--- src/rtl/stch2dec_window.sv ---
// Stochastic-to-decimal window converter: counts ones over 2^WLOG2 sampled bits and
// publishes the scaled count with a valid/ack handshake. Define STCH2DEC_BIPOLAR_EN for bipolar output.
module stch2dec_window #(
    parameter int ND    = 8,
    parameter int WLOG2 = 8
) (
    input  logic          CLK,
    input  logic          INIT,
    input  logic          EN,
    input  logic          S,
    input  logic          ACK,
    output logic [ND-1:0] D_OUT,
    output logic          VALID,
    output logic          BUSY,
    output logic          OVR,
    output logic [0:0]    dbg_state_o
);

    localparam logic [0:0] S_IDLE  = 1'b0;
    localparam logic [0:0] S_ACCUM = 1'b1;
    localparam int         SHIFT   = WLOG2 - ND;

    generate
        if (WLOG2 < ND) begin : g_bad_params
            $error("stch2dec_window: WLOG2 must be >= ND");
        end
    endgenerate

    // Handshake: D_OUT is valid while VALID=1; an edge with VALID=1 and ACK=1 consumes it.
    // A completing window always loads D_OUT and sets VALID, whatever ACK does.

    logic [0:0]       state_q, state_d;
    logic [WLOG2-1:0] samp_q, samp_d;
    logic [WLOG2:0]   ones_q, ones_d;
    logic [ND-1:0]    dout_q, dout_d;
    logic             valid_q, valid_d;
    logic             ovr_q, ovr_d;

    logic [WLOG2:0]   ones_sum;
    logic [ND-1:0]    scaled;
    logic [ND-1:0]    code;
    logic             win_last;

    assign ones_sum = ones_q + {{WLOG2{1'b0}}, S};
    assign scaled   = ones_sum[WLOG2-1:SHIFT];
    assign win_last = (samp_q == '1);

`ifdef STCH2DEC_BIPOLAR_EN
    // The offset 2^(WLOG2-1) is a multiple of 2^SHIFT, so the bipolar code is the unipolar code with its MSB flipped.
    localparam logic [ND-1:0] MSB_MASK = ND'(1) << (ND - 1);
    assign code = ones_sum[WLOG2] ? ~MSB_MASK : (scaled ^ MSB_MASK);
`else
    assign code = ones_sum[WLOG2] ? '1 : scaled;
`endif

    always_comb begin
        state_d = state_q;
        samp_d  = samp_q;
        ones_d  = ones_q;
        dout_d  = dout_q;
        valid_d = valid_q;
        ovr_d   = ovr_q;
        if (valid_q && ACK) begin
            valid_d = 1'b0;
        end
        if (EN) begin
            state_d = S_ACCUM;
            samp_d  = samp_q + WLOG2'(1);
            if (win_last) begin
                ones_d  = '0;
                dout_d  = code;
                valid_d = 1'b1;
                if (valid_q && !ACK) begin
                    ovr_d = 1'b1;
                end
            end else begin
                ones_d = ones_sum;
            end
        end
    end

    always_ff @(posedge CLK) begin
        if (!INIT) begin
            state_q <= S_IDLE;
            samp_q  <= '0;
            ones_q  <= '0;
            dout_q  <= '0;
            valid_q <= 1'b0;
            ovr_q   <= 1'b0;
        end else begin
            state_q <= state_d;
            samp_q  <= samp_d;
            ones_q  <= ones_d;
            dout_q  <= dout_d;
            valid_q <= valid_d;
            ovr_q   <= ovr_d;
        end
    end

    assign D_OUT       = dout_q;
    assign VALID       = valid_q;
    assign BUSY        = (state_q == S_ACCUM);
    assign OVR         = ovr_q;
    assign dbg_state_o = state_q;

endmodule

--- config.mk ---
export PLATFORM = sky130hd
export DESIGN_NAME = stch2dec_window
export DESIGN_NICKNAME = d
export VERILOG_FILES = /design/src/rtl/stch2dec_window.sv
export SDC_FILE = /design/constraint.sdc
export NUM_CORES = 1
export LEC_CHECK = 0
export ABC_AREA = 1
export CORE_AREA = 2 2 53 92
export CTS_CLUSTER_DIAMETER = 120
export DETAILED_ROUTE_END_ITERATION = 6
export DIE_AREA = 0 0 55 94
export DONT_BUFFER_PORTS = 1
export GPL_TIMING_DRIVEN = 0
export SKIP_CTS_REPAIR_TIMING = 1
export SLEW_MARGIN = 25
export SYNTH_ARGS = -nofsm -noshare
export SYNTH_HDL_FRONTEND = slang
export SYNTH_SLANG_ARGS = --single-unit
--- constraint.sdc ---
create_clock -name CLK -period 3.5 [get_ports CLK]
set_input_delay 0.35 -clock CLK [delete_from_list [all_inputs] [get_ports CLK]]
set_output_delay 0.35 -clock CLK [all_outputs]
set_load 0.01 [all_outputs]
==> impl_results.md, run 1 <==
- Outcome: completed
- TritonCTS Sinks: 28
- Die area: 0.00517 sq mm
- I/O pins: 17
- Tot Pwr: between 0.6 and 0.7 mW
- TNS Setup: 0 ps
- Hold crit path type: in2reg
- Antenna Cells: 0
- CTS tree: built
- Post-synth EDFFs: 0
- Critical path buffers and inverters: 0
- Achievable Freq: 614 MHz
- Final Max Tran Viols: 0
- Starting DRT DRC Count: 16
- Crit Path Class: reg2reg
- Final wirelength: 2680 um
- DRC: 0
- H-tree depth: 1
- Max FO, Critical Path: 8
- Setup violations, final: 0
- Sequential area share after synthesis: 43.7%
- Met2 wire length: roughly 1500 um
- Ys flop type: dfxtp_1
- Reg2Reg Depth: 9
- Max incr delay on CP: 340 ps
- Crit-path leading delay family: simple AND/OR/NAND/NOR gates
- VDD IR-drop max: 0.176 mV
- Hold_ws: about 170 ps
- Synth-to-Final Area Change: 10.5%
- First-pass GRT wire length: ~4500 um
- Post-synth top area cell: dfxtp_1
- IO buf count: 0
- Post-DP HPWL: between 2000 and 2500 um
- Reg2reg end: D_OUT[1]$_SDFFE_PN0P_
- M1 wire length: 1010 um
- Inserted Clock Buffers: 3
- DR top layer: met4
- DR pass1 iterations: 4
- Vias per cell: 4.64
- Die W: 55 um
- Gr usage total: 12.4%
- Syn nets: approximately 190
- Worst Path Arrival: 1810 ps
- Reg-to-Reg Start: ones_q[0]$_SDFFE_PN0P_
- Ratio of cells with drive above 1 in the final layout: 9.84%
- Synth Warn #: 0
- Worst EP required: 3690 ps
- Crit. End Element: flop
- Most frequent cell after synthesis: nand2_1
- Hold depth: 2
- Max Buffers Root-to-Sink: 2
- Worst-Skew Late Latency: 280 ps
- Synth top area share: approximately 44%
- Synth cell types: 25
- Wire per inst: 11.4 um
- Syn Area/Cell: 7.16 sq um
- Tightest Pin Transition: 500 ps
- Fin cells: 234
- Clock Skews: 7.55 ps
- Routed vias: 1,085
- Final hold vios: 0
- Final ANT Viol Nets: 0
- Die H: 94 um
- Final worst path period share: ~47%
- Ys async rst share: 0%
- Final #Nets: between 150 and 200
- DP Cell Count: 230
- Pwr dens: 430 mW/mm^2
- Final worst slack: 1870 ps
- # Max-Cap Violations: 0
- Hold Crit Endpoint: D_OUT[0]$_SDFFE_PN0P_
- RSZ-0062 raised after global routing: no
- Seq cells post-synth: 28
- Leakage power: 0.542 nW
- CP Cell Sequence: ha_1 > ha_1 > nand2_1 > nor2_1 > nand2_1 > nand2_1 > nand3_2 > nor2_1 > nor2_1
- Post-layout min period: 1630 ps
- Number of global-route vias before repair: between 1,000 and 1,500
- Most instantiated cells after synthesis: nand2_1, nor2_1, dfxtp_1
- Max-slew headroom: 66.7%
- Worst Min Path Start: INIT
- Gr ovfl total: 0
- Root Buffer: clkbuf_8
- CP startpoint kind: flop
- Largest net degree at the start of global routing: 17
- Rows: 32
- Routability congestion estimate: 0.740
- Initial antenna violation count: 0
- Core footprint: 0.00440 sq mm
- Mapped cell area: 0.00128 sq mm
- CP max-delay cell: dfxtp_1
- Initial Util: 29.1%
- Dpl ws: approximately 1800 ps
- Worst reg-to-reg setup slack: 1870 ps
- Clock slew at reported path FFs: 100 ps
- Synth top area cells: dfxtp_1, nand2_1, nor2_1
- DR WL met3: 100 um
- Mapped Cells: between 150 and 200
[kinds of logic (layout without fill, tap and decap cells)]
logic type,Yosys count,in the layout,share of synthesized area (%)
AO/OA/AOI/OAI,31,31,13.7
XOR/XNOR,3,3,2.05
adder cells (fa/ha/maj),3,3,2.93
buffers and inverters,22,26,7.42
flip-flops,28,28,43.8
AND/OR/NAND/NOR,92,92,30.2
[cell usage in the layout (no fill, tap or decap), types with 3 or more instances in the layout]
cell type,n
a21oi_1,13
ha_1,3
nand2_1,44
dfxtp_1,28
o21ai_0,5
o21ai_1,6
nand3_1,5
inv_1,16
clkbuf_8,3
nor2_1,35
[area by class of cell]
class                      instances  area, sq um
multi-input combinational        129          626
fill                             496         2990
sequential                        28          561
clock buffer                       3         41.3
buffer                             5         31.3
tap                               51         63.8
clock inverter                     1         30.0
inverter                          17         63.8
[worst max-delay path by stage]
stage	start	endpoint	slack [ps]	cells after the start
after detailed placement	S	D_OUT[1]$_SDFFE_PN0P_	1830	9
final	ones_q[0]$_SDFFE_PN0P_	D_OUT[1]$_SDFFE_PN0P_	1870	9
after CTS	ones_q[0]$_SDFFE_PN0P_	D_OUT[1]$_SDFFE_PN0P_	1840	9
after floorplan	S	D_OUT[1]$_SDFFE_PN0P_	2110	9
after global routing	ones_q[0]$_SDFFE_PN0P_	D_OUT[1]$_SDFFE_PN0P_	1690	9
after global placement	S	D_OUT[1]$_SDFFE_PN0P_	1850	9
[where the power goes]
| part | total [mW] | leakage, nW | switching (mW) | internal [mW] |
|---|---|---|---|---|
| combinational | 0.0250 | 0.280 | 0.0165 | 0.00847 |
| clock | 0.257 | 0.0357 | 0.104 | 0.153 |
| sequential | 0.327 | 0.227 | 0.00403 | 0.323 |
[metrics by stage]
stage	area [sq um]	utilization, %
2_1_floorplan	1280	-
3_3_place_gp	1350	30.5
3_5_place_dp	1350	30.5
4_1_cts	1420	32.2
5_1_grt	1420	32.2
6_report	1420	32.2
[registers in the layout, indices dropped and copies added, names as in the netlist]
| name | cells |
|---|---|
| BUSY | 1 |
| D_OUT | 8 |
| OVR | 1 |
| VALID | 1 |
| ones_q | 9 |
| samp_q | 8 |
[metal layers]
metal / vias up / track usage, %
met5: - / 0
met4: 0 / 7.32
met3: 6 / 2.23
met2: 16 / 22.9
met1: 486 / 11.6
li1: 577 / -
(Power assumes the default switching activity.)
==> run 2, diff against run 1 <==
==> constraint.sdc (replaced) <==
create_clock -name CLK -period 1.5 [get_ports CLK]
set_input_delay 0.15 -clock CLK [delete_from_list [all_inputs] [get_ports CLK]]
set_output_delay 0.15 -clock CLK [all_outputs]
set_load 0.01 [all_outputs]
==> run 2 against run 1 <==
The flow now finishes with violations (negative hold slack). Clock skew grew 2.2 ps. Clock-buffer cell count is the same. Register-to-register slack lost 1900 ps. Power grew 140%. Highest routed layer unchanged.
==> impl_results.md, run 2 (synthesized netlist as in run 1, its figures left out) <==
- Clock slew at reported path FFs: 100 ps (about the same)
- Final #Nets: 195 (was 192)
- Worst EP required: 1680 ps (was 3690 ps)
- Register area: 564 sq um (was 561 sq um)
- Design Area, Final: 0.00154 sq mm (was 0.00142 sq mm)
- Commonest non-fill, non-tap cells in the layout: nand2_1, nor2_1, dfxtp_1 (unchanged)
- Routability congestion estimate: 0.740 (unchanged)
- RSZ-0062 raised after global routing: yes (was no)
- Max FO, Critical Path: 8 (unchanged)
- Max-slew headroom: 65.9% (was 66.7%)
- Hold depth: 2 (unchanged)
- VDD IR-drop max: 0.427 mV (was 0.176 mV)
- Reg-to-Reg Start: ones_q[0]$_SDFFE_PN0P_ (unchanged)
- CP startpoint kind: flop (unchanged)
- Fill cells: 491 (was 496)
- Sw power: 0.298 mW (was 0.124 mW)
- Post-DP HPWL: 2050 um (unchanged)
- Largest register FFs: 9 (unchanged)
- Hold_ws: -10.1 ps (was 167 ps)
- Final wirelength: 2800 um (was 2680 um)
- Number of global-route vias before repair: 1,054 (unchanged)
- M2 GR Usage: 22.9% (unchanged)
- Vias per cell: 4.68 (was 4.64)
- Antenna Cells: 0 (unchanged)
- Worst Path Arrival: 1670 ps (was 1810 ps)
- IO buf count: 0 (unchanged)
- CTS tree: built (unchanged)
- Worst reg-to-reg setup slack: 9 ps (was 1870 ps)
- Sw frac: 20.6% (was 20.4%)
- First-pass GRT wire length: 4550 um (unchanged)
- Worst-Skew Late Latency: 280 ps (about the same)
- Worst Setup EP: D_OUT[7]$_SDFFE_PN0P_ (was D_OUT[1]$_SDFFE_PN0P_)
- Flop pwr share: 53.0% (was 53.7%)
- Combinational power share: 5.3% (was 4.1%)
- Violated checks: negative hold slack
- Busiest layer in global routing: met2 (unchanged)
- Leakage power: 0.581 nW (was 0.542 nW)
- Final worst path period share: 99.4% (was 46.5%)
- Routed vias: 1,109 (was 1,085)
- Die W: 55 um (unchanged)
- Rows: 32 (unchanged)
- H-tree depth: 1 (unchanged)
- Root Buffer: clkbuf_8 (unchanged)
- Max Buffers Root-to-Sink: 2 (unchanged)
- Core footprint: 0.00440 sq mm (unchanged)
- Inserted Clock Buffers: 3 (unchanged)
- Most common cell after layout, fill and taps aside: nand2_1 (unchanged)
- Clock Skews: 9.79 ps (was 7.55 ps)
- GR Layer Usage met1: 11.6% (unchanged)
- Initial antenna violation count: 0 (unchanged)
- Outcome: complete, but fails checks (was completed)
- Crit Path Class: reg2reg (unchanged)
- # Max-Cap Violations: 0 (unchanged)
- Die area: 0.00517 sq mm (unchanged)
- Clock power share: 41.7% (was 42.2%)
- Initial Util: 29.1% (unchanged)
- Gr ovfl total: 0 (unchanged)
- Largest net degree at the start of global routing: 17 (unchanged)
- Global routing usage on met3: 2.23% (unchanged)
- DRC: 0 (unchanged)
- DR pass1 iterations: 4 (unchanged)
- Crit. End Element: flop (unchanged)
- Gr usage total: 12.4% (unchanged)
- Synth-to-Final Area Change: 20.4% (was 10.5%)
- Reg2Reg Depth: 9 (unchanged)
- Reg2reg end: D_OUT[7]$_SDFFE_PN0P_ (was D_OUT[1]$_SDFFE_PN0P_)
- Post-layout min period: 1490 ps (was 1630 ps)
- Die H: 94 um (unchanged)
- Ratio of cells with drive above 1 in the final layout: 20.4% (was 9.84%)
- I/O pins: 17 (unchanged)
- Internal: 1.14 mW (was 0.485 mW)
- Tightest Pin Transition: 511 ps (was 500 ps)
- Final ANT Viol Nets: 0 (unchanged)
- Setup violations, final: 0 (unchanged)
- Top reg by flops: ones_q (unchanged)
- Final hold vios: 1 (was 0)
- Hold crit path type: in2reg (unchanged)
- Pwr dens: 934 mW/mm^2 (was 430 mW/mm^2)
- Crit path from: ones_q[0]$_SDFFE_PN0P_ (unchanged)
- Achievable Freq: 671 MHz (was 614 MHz)
- Worst Min Path Start: EN (was INIT)
- Multi-input logic area: 723 sq um (was 626 sq um)
- Starting DRT DRC Count: 12 (was 16)
- TritonCTS Sinks: 28 (unchanged)
- Dpl cell area: 0.00135 sq mm (unchanged)
- Tot Pwr: 1.44 mW (was 0.609 mW)
- Wire per inst: 11.8 um (was 11.4 um)
- Final Max Tran Viols: 0 (unchanged)
## run 2: cell count changes in the layout (fill, tap and decap cells not counted), moves of 3 or more
| cell | change |
|---|---|
| dfxtp_2 | +3 |
| nor2_4 | +3 |
| nand2_1 | -3 |
| nor2_1 | -9 |
| dfxtp_1 | -3 |
| nor2_2 | +6 |
## run 2: worst max-delay path, stage by stage, from the launching register on
cell and delay, ps:
dfxtp_2 370, ha_4 150, ha_4 150, nand2_4 60
nor2_4 130, nand2_2 60, nand2_2 80, nand3_4 190
nor2_2 150, nor2_1 50
## run 2: metrics by stage
stage	util, %	setup WS [ps]	setup TNS, ps	hold WS, ps	cells
after global routing	35.0	-88.5	-525	0.833	237
after global placement	30.5	-124	-514	270	230
after floorplan	-	148	0	264	179
final	35.0	9.21	0	-10.1	237
after CTS	32.2	-163	-874	-33.8	234
after detailed placement	30.5	-144	-679	272	230
## run 2: how the worst min path moves through the flow
stage          slack, ps                     to
3_3_place_gp         270  D_OUT[0]$_SDFFE_PN0P_
6_report             -10      BUSY$_SDFFE_PN0P_
5_1_grt              0.8      BUSY$_SDFFE_PN0P_
4_1_cts              -30  D_OUT[0]$_SDFFE_PN0P_
3_5_place_dp         270  D_OUT[0]$_SDFFE_PN0P_
2_1_floorplan        260  D_OUT[0]$_SDFFE_PN0P_
## run 2: layout make-up
type | count | share of cell area (%)
timing repair buffer | 3 | 1.62
clock buffer | 3 | 2.68
multi-input combinational | 129 | 46.9
clock inverter | 1 | 1.95
tap | 51 | 4.14
inverter | 17 | 4.14
buffer | 5 | 2.03
sequential | 28 | 36.6
## run 2: routing by layer
| layer | share of wire, % | up-vias |
|---|---|---|
| met5 | 0 | - |
| met4 | 3.6 | 0 |
| met3 | 3.3 | 7 |
| met2 | 55 | 15 |
| met1 | 38 | 509 |
| li1 | - | 578 |
## run 2: power by group through the flow
stage / combinational, mW / sequential (mW) / clock, mW
2_1_floorplan: 0.0452 / 0.778 / 0
3_3_place_gp: 0.0587 / 0.780 / 0
3_5_place_dp: 0.0595 / 0.780 / 0
4_1_cts: 0.0597 / 0.763 / 0.612
5_1_grt: 0.0842 / 0.767 / 0.637
6_report: 0.0762 / 0.765 / 0.601
==> run 3, diff against run 2 <==
--- a/config.mk
+++ b/config.mk
@@ -12,6 +12,7 @@
 export DIE_AREA = 0 0 55 94
 export DONT_BUFFER_PORTS = 1
 export GPL_TIMING_DRIVEN = 0
+export SETUP_SLACK_MARGIN = 0.15
 export SKIP_CTS_REPAIR_TIMING = 1
 export SLEW_MARGIN = 25
 export SYNTH_ARGS = -nofsm -noshare
==> run 3 against run 2 <==
The run now ends clean. Clock-buffer cell count up 1. Clock power shrank 22%. Cell count rose by 0.42%. Sequential cell count unchanged. Worst setup slack better by 58 ps. Via count shrank 2.3%. Combinational power up 1%. Worst hold slack better by 12 ps.
==> impl_results.md, run 3 (synthesized netlist as in run 1, its figures left out) <==
- Outcome: completed (was complete, but fails checks)
- Clock slew at reported path FFs: 90 ps (was 100 ps)
- Fill cells: 502 (was 491)
- Reg-to-Reg Start: ones_q[0]$_SDFFE_PN0P_ (unchanged)
- Sw frac: 22.1% (was 20.6%)
- Die area: 0.00517 sq mm (unchanged)
- Starting DRT DRC Count: 12 (unchanged)
- Leakage power: 0.565 nW (was 0.581 nW)
- Top reg by flops: ones_q (unchanged)
- Dpl ws: -95.1 ps (was -144 ps)
- Routability congestion estimate: 0.731 (was 0.740)
- Max FO, Critical Path: 8 (unchanged)
- Worst-Skew Late Latency: 270 ps (was 280 ps)
- Combinational power share: 5.9% (was 5.3%)
- Die H: 94 um (unchanged)
- H-tree depth: 1 (unchanged)
- DR pass1 iterations: 4 (unchanged)
- Flop pwr share: 58.3% (was 53.0%)
- Hold depth: 2 (unchanged)
- Pwr dens: 855 mW/mm^2 (was 934 mW/mm^2)
- TritonCTS Sinks: 28 (unchanged)
- Final #Nets: 196 (was 195)
- Reg2reg end: D_OUT[2]$_SDFFE_PN0P_ (was D_OUT[7]$_SDFFE_PN0P_)
- IO buf count: 0 (unchanged)
- CTS tree: built (unchanged)
- CP startpoint kind: flop (unchanged)
- Core footprint: 0.00440 sq mm (unchanged)
- Root Buffer: clkbuf_8 (unchanged)
- DRC: 0 (unchanged)
- # Max-Cap Violations: 0 (unchanged)
- DP Cell Count: 230 (unchanged)
- Die W: 55 um (unchanged)
- Number of global-route vias before repair: 1,027 (was 1,054)
- Synth-to-Final Area Change: 19.8% (was 20.4%)
- Largest register FFs: 9 (unchanged)
- Clock power share: 35.8% (was 41.7%)
- Clock Skews: 3.56 ps (was 9.79 ps)
- Gr usage total: 12.3% (was 12.4%)
- Hold Crit Endpoint: samp_q[2]$_SDFFE_PN0P_ (was BUSY$_SDFFE_PN0P_)
- I/O pins: 17 (unchanged)
- Final wirelength: 2730 um (was 2800 um)
- Reg2Reg Depth: 9 (unchanged)
- Vias per cell: 4.55 (was 4.68)
- Worst Min Path Start: INIT (was EN)
- VDD IR-drop max: 0.413 mV (was 0.427 mV)
- First-pass GRT wire length: 4600 um (was 4550 um)
- Achievable Freq: 698 MHz (was 671 MHz)
- Largest net degree at the start of global routing: 16 (was 17)
- Inserted Clock Buffers: 3 (unchanged)
- Worst EP required: 1680 ps (about the same)
- RSZ-0062 raised after global routing: yes (unchanged)
- Hold_ws: 2.18 ps (was -10.1 ps)
- Fin cells: 238 (was 237)
- Max Buffers Root-to-Sink: 2 (unchanged)
- Worst reg-to-reg setup slack: 70 ps (was 9 ps)
- Antenna Cells: 0 (unchanged)
- Setup violations, final: 0 (unchanged)
- Routed vias: 1,083 (was 1,109)
- Final Max Tran Viols: 0 (unchanged)
- Max-slew headroom: 64.4% (was 65.9%)
- Final hold vios: 0 (was 1)
- Sw power: 0.290 mW (was 0.298 mW)
- TNS Setup: 0 ps (unchanged)
- Wire per inst: 11.5 um (was 11.8 um)
- Gr ovfl total: 0 (unchanged)
- Rows: 32 (unchanged)
- Initial antenna violation count: 0 (unchanged)
- Post-layout min period: 1430 ps (was 1490 ps)
- Ratio of cells with drive above 1 in the final layout: 20.3% (was 20.4%)
- Final worst slack: 67.1 ps (was 9.21 ps)
- Initial Util: 29.1% (unchanged)
- Worst Path Arrival: 1610 ps (was 1670 ps)
- Commonest non-fill, non-tap cells in the layout: nand2_1, nor2_1, dfxtp_1 (unchanged)
- Crit Path Class: reg2reg (unchanged)
- Final worst path period share: 95.5% (was 99.4%)
- Internal: 1.02 mW (was 1.14 mW)
- Crit. End Element: flop (unchanged)
- Post-DP HPWL: 2070 um (was 2050 um)
- Tightest Pin Transition: 534 ps (was 511 ps)
- Final ANT Viol Nets: 0 (unchanged)
- Hold crit path type: in2reg (unchanged)
- Most common cell after layout, fill and taps aside: nand2_1 (unchanged)
-- run 3: changes by cell type in the layout (fill, tap and decap cells not counted) --
cell / previous run / this run
buf_6: 1 / 2
bufinv_16: 1 / 0
clkbuf_8: 3 / 4
nor2_1: 26 / 27
nor2_2: 6 / 5
-- run 3: cell type report --
class / instances / area (sq um) / share of cell area (%)
tap: 51 / 63.8 / 4.16
buffer: 5 / 31.3 / 2.04
multi-input combinational: 129 / 721 / 46.9
inverter: 17 / 63.8 / 4.16
sequential: 28 / 564 / 36.8
clock buffer: 4 / 55.1 / 3.59
timing repair buffer: 4 / 36.3 / 2.36
-- run 3: worst max path at each step --
stage,slack (ps),end,from,cells after the start
6_report,70,D_OUT[2]$_SDFFE_PN0P_,ones_q[0]$_SDFFE_PN0P_,9
5_1_grt,-30,D_OUT[2]$_SDFFE_PN0P_,ones_q[0]$_SDFFE_PN0P_,9
4_1_cts,-120,D_OUT[1]$_SDFFE_PN0P_,ones_q[0]$_SDFFE_PN0P_,9
3_5_place_dp,-100,D_OUT[1]$_SDFFE_PN0P_,ones_q[0]$_SDFFE_PN0P_,9
3_3_place_gp,-100,D_OUT[1]$_SDFFE_PN0P_,ones_q[0]$_SDFFE_PN0P_,9
2_1_floorplan,150,D_OUT[1]$_SDFFE_PN0P_,ones_q[0]$_SDFFE_PN0P_,9
-- run 3: power by group through the flow --
stage	clock network [mW]	registers [mW]	logic, mW
after floorplan	0	0.778	0.0474
after global placement	0	0.780	0.0606
after detailed placement	0	0.780	0.0614
after CTS	0.489	0.763	0.0615
after global routing	0.523	0.767	0.0876
final	0.470	0.765	0.0772
-- run 3: worst max-delay path, cell delays in order, from the launching register on --
cell	delay, ps
dfxtp_2	360
ha_4	150
ha_4	140
nand2_2	70
nor2_4	110
nand2_2	70
nand2_4	80
nand3_4	170
nor2_2	140
nor2_1	40
-- run 3: through the flow --
step                      total power, mW  utilization (%)  instance area (sq um)
after floorplan                     0.826                -                   1300
after global placement              0.841             30.9                   1360
after detailed placement            0.842             30.9                   1360
after CTS                            1.31             32.1                   1420
after global routing                 1.38             34.9                   1540
final                                1.31             34.9                   1540
-- run 3: routing by layer --
metal,GRT usage (%),part of all wire [%],up-vias
met3,1.43,2.0,4
met2,22.7,58,8
met4,5.49,1.8,0
li1,-,-,577
met1,12.9,39,494
met5,0,0,-
